**src/rtl/pipe_pkg.sv**
```systemverilog
// Shared widths, header type and Tnew aging helper for the pipeline stage registers.
package pipe_pkg;

    localparam int unsigned INSTR_W = 32;
    localparam int unsigned PC_W    = 32;
    localparam int unsigned A3_W    = 5;
    localparam int unsigned DATA_W  = 32;

    // Fixed-width part of every stage entry. The full stage_entry_t (with its
    // per-instance Tnew width and lane count) is built on top of this in the
    // stage register itself, because those widths are instance parameters.
    typedef struct packed {
        logic [INSTR_W-1:0] instr;
        logic [PC_W-1:0]    pc;
        logic [A3_W-1:0]    a3;
    } stage_hdr_t;

    // Saturating Tnew reduction applied when an entry enters a stage.
    function automatic int unsigned tnew_age(input int unsigned tnew, input int unsigned dec);
        return (tnew > dec) ? (tnew - dec) : 0;
    endfunction

endpackage

```
**src/rtl/pipe_entry_reg.sv**
```systemverilog
// Single pipeline entry register with a valid bit, load and clear enables.
module pipe_entry_reg #(
    parameter int unsigned W = 1
) (
    input  logic         clk,
    input  logic         reset,
    input  logic         clr_i,
    input  logic         ld_i,
    input  logic         valid_i,
    input  logic [W-1:0] data_i,
    output logic         valid_o,
    output logic [W-1:0] data_o
);

    logic         valid_q;
    logic [W-1:0] data_q;

    // Reset and clear both empty the entry and zero its payload; load replaces it.
    always_ff @(posedge clk) begin
        if (reset || clr_i) begin
            valid_q <= 1'b0;
            data_q  <= '0;
        end else if (ld_i) begin
            valid_q <= valid_i;
            data_q  <= data_i;
        end
    end

    assign valid_o = valid_q;
    assign data_o  = data_q;

endmodule

```
**src/rtl/pipe_stage_reg.sv**
```systemverilog
// Generic inter-stage register: valid/ready handshake, 2-entry skid buffer,
// flush-to-bubble, Tnew aging on entry and bubble masking of the outputs.
module pipe_stage_reg
    import pipe_pkg::*;
#(
    parameter int unsigned NLANES   = 2,
    parameter int unsigned TNEW_W   = 2,
    parameter int unsigned TNEW_DEC = 1
) (
    input  logic                     clk,
    input  logic                     reset,
    input  logic                     flush,
    input  logic                     in_valid,
    output logic                     in_ready,
    input  logic [INSTR_W-1:0]       in_instr,
    input  logic [PC_W-1:0]          in_pc,
    input  logic [A3_W-1:0]          in_a3,
    input  logic [TNEW_W-1:0]        in_tnew,
    input  logic [DATA_W*NLANES-1:0] in_data,
    output logic                     out_valid,
    input  logic                     out_ready,
    output logic [INSTR_W-1:0]       out_instr,
    output logic [PC_W-1:0]          out_pc,
    output logic [DATA_W*NLANES-1:0] out_data,
    output logic [A3_W-1:0]          out_a3,
    output logic [TNEW_W-1:0]        out_tnew
);

    typedef struct packed {
        stage_hdr_t                     hdr;
        logic [TNEW_W-1:0]              tnew;
        logic [NLANES-1:0][DATA_W-1:0]  data;
    } stage_entry_t;

    localparam int unsigned ENTRY_W = $bits(stage_entry_t);

    stage_entry_t       in_entry;
    stage_entry_t       main_q;
    stage_entry_t       skid_q;
    logic [ENTRY_W-1:0] main_raw;
    logic [ENTRY_W-1:0] skid_raw;
    logic               main_vld_q;
    logic               skid_vld_q;
    logic               in_ready_q;
    logic               in_ready_d;

    logic               in_fire;
    logic               out_fire;
    logic               main_take;

    logic               main_ld_d;
    logic               main_vld_d;
    stage_entry_t       main_data_d;
    logic               skid_ld_d;
    logic               skid_vld_d;
    logic               skid_vld_next;

    // Format the incoming entry: only Tnew changes, aged by this stage's decrement.
    always_comb begin
        in_entry           = '0;
        in_entry.hdr.instr = in_instr;
        in_entry.hdr.pc    = in_pc;
        in_entry.hdr.a3    = in_a3;
        in_entry.tnew      = TNEW_W'(tnew_age(int'(in_tnew), TNEW_DEC));
        in_entry.data      = in_data;
    end

    assign in_fire   = in_valid && in_ready_q;
    assign out_fire  = main_vld_q && out_ready;
    assign main_take = !main_vld_q || out_fire;

    // Next-state steering. in_ready is ~skid_valid, so an input never fires while
    // the skid is occupied; when main is refilled from the skid the skid simply empties.
    always_comb begin
        main_ld_d   = main_take;
        main_vld_d  = skid_vld_q || in_fire;
        main_data_d = skid_vld_q ? skid_q : in_entry;

        skid_ld_d   = main_take ? skid_vld_q : in_fire;
        skid_vld_d  = !main_take && in_fire;

        skid_vld_next = skid_ld_d ? skid_vld_d : skid_vld_q;
        in_ready_d    = !skid_vld_next;
    end

    pipe_entry_reg #(
        .W (ENTRY_W)
    ) u_main (
        .clk     (clk),
        .reset   (reset),
        .clr_i   (flush),
        .ld_i    (main_ld_d),
        .valid_i (main_vld_d),
        .data_i  (main_data_d),
        .valid_o (main_vld_q),
        .data_o  (main_raw)
    );

    pipe_entry_reg #(
        .W (ENTRY_W)
    ) u_skid (
        .clk     (clk),
        .reset   (reset),
        .clr_i   (flush),
        .ld_i    (skid_ld_d),
        .valid_i (skid_vld_d),
        .data_i  (in_entry),
        .valid_o (skid_vld_q),
        .data_o  (skid_raw)
    );

    assign main_q = stage_entry_t'(main_raw);
    assign skid_q = stage_entry_t'(skid_raw);

    // Registered ready: tracks the skid occupancy of the next cycle; open after reset/flush.
    always_ff @(posedge clk) begin
        if (reset || flush) begin
            in_ready_q <= 1'b1;
        end else begin
            in_ready_q <= in_ready_d;
        end
    end

    assign in_ready = in_ready_q;

    // Bubbles present an all-zero entry so hazard logic and forwarding ignore them.
    always_comb begin
        out_valid = main_vld_q;
        out_instr = '0;
        out_pc    = '0;
        out_a3    = '0;
        out_tnew  = '0;
        out_data  = '0;
        if (main_vld_q) begin
            out_instr = main_q.hdr.instr;
            out_pc    = main_q.hdr.pc;
            out_a3    = main_q.hdr.a3;
            out_tnew  = main_q.tnew;
            out_data  = main_q.data;
        end
    end

endmodule
```
**config.mk**
```make
export PLATFORM = sky130hd
export DESIGN_NAME = pipe_stage_reg
export DESIGN_NICKNAME = d
export VERILOG_FILES = /design/src/rtl/pipe_pkg.sv /design/src/rtl/pipe_entry_reg.sv /design/src/rtl/pipe_stage_reg.sv
export SDC_FILE = /design/constraint.sdc
export NUM_CORES = 1
export LEC_CHECK = 0
export ABC_CLOCK_PERIOD_IN_PS = 1950
export BUFFER_PORTS_ARGS = -buffer_cell sky130_fd_sc_hd__buf_2
export CORE_ASPECT_RATIO = 1.25
export CORE_MARGIN = 4
export CORE_UTILIZATION = 54
export DETAILED_ROUTE_END_ITERATION = 7
export GPL_TIMING_DRIVEN = 0
export PLACE_DENSITY = 0.88
export SKIP_CTS_REPAIR_TIMING = 1
export SYNTH_ARGS = -nofsm -noshare
export SYNTH_HDL_FRONTEND = slang
export SYNTH_SLANG_ARGS = --single-unit
```
**constraint.sdc**
```tcl
create_clock -name clk -period 1.95 [get_ports clk]
set_input_delay 0.39 -clock clk [delete_from_list [all_inputs] [get_ports clk]]
set_output_delay 0.39 -clock clk [all_outputs]
set_load 0.005 [all_outputs]
```
==> results by group <==
Setup path
  – Worst Setup EP: out_instr[10]
  – Slowest stage delay, CP: 0.38 ns
  – Critical path fanouts, max: 10
  – Cell Chain, Critical Path: buf_12 > buf_12 > buf_8 > and2_1 > buf_2
  – RR Startpoint: u_main.valid_o
  – RR Endpoint: u_main.data_o[73]
  – CP endpoint kind: primary output
  – R2R Setup Slk: 0.13 ns
  – Worst path buffer plus inverter count: 4
  – Slowest cell on the critical path: dfxtp_4
  – Largest delay share family, worst path: buffers and inverters
  – Crit path DAT: 1.65 ns
  – Crit Path Class: register to primary output
  – Worst setup path start: u_main.valid_o
  – Crit-path most repeated cell: buf_12
  – Crit path depth: 5
  – Reg2Reg Depth: 5
  – Worst Path Required: 1.56 ns
  – CP Launch Type: register

Clock tree
  – CTS sink count: 273
  – Clock latency at the later pin of the worst-skew pair: 0.52 ns
  – H-tree depth: 1
  – CTS clk-pin slew, worst paths: 0.07 ns
  – Clock root cell: clkbuf_16
  – CTS tree: yes
  – CTS Buffer Depth: 3
  – CTS Buf Count: 26

Floorplan
  – DIE AREA: 25100 sq um
  – IO Pins: 277
  – Starting density of the core: 54.9%
  – Core Area: 22200 sq um
  – Rows: 61
  – Die span in y: 176 um
  – Die Wd: 142 um

Yosys
  – Mapped Avg Cell Area: 9.03 sq um
  – Cell variety after synth: 25
  – Syn nets: 1490
  – Mapped cell area: 12200 sq um
  – Synthesized instance count: 1350
  – Synthesized flop and latch total: 273
  – Synth warn: 0
  – Seq/Total Area, Yosys: 44.8%

Timing
  – Final hold viol count: 0
  – Final Setup Violations: 51
  – Headroom to the max-slew limit: 48.7%
  – Worst setup margin: -0.0866 ns
  – Crit path time final: 2.04 ns
  – Worst-margin pin slew: 0.770 ns
  – Fin crit share: 104%
  – Unrepaired setup endpoints after global routing: true
  – Setup Skew: 0.00792 ns
  – Max Slew Vio Count: 0
  – Max Clock Freq: 491 MHz

Placement
  – GPL Wtd Cong: 0.822
  – HPWL Detailed: 24400 um
  – Placed Instances: 1909
  – Dpl cell area: 13900 sq um
  – I/O Buffers: 276

Outcome
  – Failing checks: negative setup slack
  – Outcome: complete, but fails checks

Routing
  – Via count: 10600
  – Final WL: 33400 um
  – DRT Pass-1 Iters: 5
  – Final ANT Viol Nets: 0
  – Vias/cell: 5.43
  – Wirelength per Cell: 17.1 um
  – DR iter-0 viols: 471
  – Number of remaining DRC errors: 0

Final layout
  – Area occupied by multi-input gates: 6150 sq um
  – Post-route insts no fill: 1961
  – Area Growth Syn to Fin: 23.0%
  – Final instance area: 15000 sq um
  – # fillers: 1714
  – Nets: 1795
  – Layout cell share with drive strength beyond 1: 23.1%
  – Sequential cell area: 5470 sq um

Global route
  – Vias in the first global route: 10600
  – First-pass GRT wire length: 52500 um
  – Gr ovfl total: 0
  – Initial antenna violation count: 8
  – Largest net degree at the start of global routing: 16
  – GRT Overall Usage: 25.5%

Power and ir drop
  – Pwr Density: 805 nW/um^2
  – Max IR drop VDD: 0.723 mV
  – Static Leak: 7.19 nW

Hold path
  – Hold Path Class: primary input to register

Run
  – MaxCap Viol Count: 0
[sequential cells by signal, summed over array words and instances (netlist names), named ones only]
name	count
u_main.data_o	135
u_skid.data_o	135
in_ready	1
u_main.valid_o	1
[worst min-delay path by stage]
stage                       start                  to  slack [ns]  depth (start not counted)
2_1_floorplan    u_skid.data_o[0]    u_skid.data_o[0]        0.44                          2
3_3_place_gp   u_skid.data_o[102]  u_skid.data_o[102]        0.44                          2
3_5_place_dp    u_skid.data_o[92]   u_skid.data_o[92]        0.45                          2
4_1_cts               in_instr[1]  u_skid.data_o[104]         0.1                          3
5_1_grt                in_data[3]    u_skid.data_o[3]        0.10                          3
6_report                in_pc[27]   u_skid.data_o[98]        0.11                          3
[placed cells by master (no fill, tap or decap), types with 6 or more instances in the layout]
master	synthesis	layout
clkbuf_2	0	10
nand2_1	269	269
a211oi_1	133	133
mux2i_1	268	268
buf_6	2	8
nor2_1	134	134
buf_2	22	294
clkbuf_1	69	55
buf_8	5	6
dfxtp_1	273	272
clkbuf_16	0	27
buf_1	14	10
and2_1	135	130
buf_4	9	17
diode_2	0	6
[area by class of cell]
type | count | area share, %
Multi-Input combinational cell | 955 | 41.0
Sequential cell | 273 | 36.5
Timing Repair Buffer | 277 | 9.39
Clock buffer | 36 | 5.00
Buffer | 121 | 4.63
Tap cell | 283 | 2.36
Clock inverter | 9 | 1.00
Antenna cell | 6 | 0.100
Inverter | 1 | 0.0250
[worst min-delay path, stage by stage]
cell and delay (ns):
buf_2 0.10, nand2_1 0.05, mux2i_1 0.05
[synth_stat cells]
master	count	area, sq um
dfxtp_1	273	5470
nand2_1	269	1010
mux2i_1	268	2680
and2_1	135	845
nor2_1	134	503
a211oi_1	133	998
clkbuf_1	69	259
buf_2	22	110
buf_1	14	52.6
buf_4	9	67.6
buf_8	5	75.1
a21oi_1	4	20.0
buf_6	2	22.5
nand3b_1	2	15.0
a21oi_2	1	8.76
a31oi_1	1	6.26
and4b_1	1	10.0
inv_2	1	3.75
nand2b_1	1	6.26
nand3_1	1	5.00
nor3b_1	1	7.51
o21ai_0	1	5.00
o21ai_1	1	5.00
or2_1	1	6.26
or3_1	1	6.26
[logic make-up after synthesis]
family / synth area share (%)
multiplexers: 22.0
buffers and inverters: 4.84
AO/OA/AOI/OAI: 8.56
AND/OR/NAND/NOR: 19.8
flip-flops: 44.8
[where the power goes]
group / internal (mW) / switching, mW / total [mW]
clock: 3.20 / 2.13 / 5.34
combinational: 0.385 / 0.550 / 0.934
sequential: 5.72 / 0.0740 / 5.80
[metal layers]
metal	up-vias	global-route usage, %	part of all wire, %
met5	-	0	0.12
met4	6	11.3	4.2
met3	93	4.85	6.6
met2	330	44.6	50
met1	5058	30.2	39
li1	5161	-	-
[metrics by stage]
stage	setup TNS, ns	hold slack, ns	setup WS [ns]	utilization [%]	power (mW)
3_5_place_dp	-43.34	0.452	-0.463	62.7	6.82
4_1_cts	-86.02	0.0954	-1.06	66.8	12.1
3_3_place_gp	-39.14	0.443	-0.482	62.7	6.79
2_1_floorplan	0	0.438	0.455	-	6.41
5_1_grt	-5.07	0.103	-0.128	67.5	12.5
6_report	-2.39	0.114	-0.0866	67.5	12.1
Note: power is estimated with default switching activity, not from simulation.
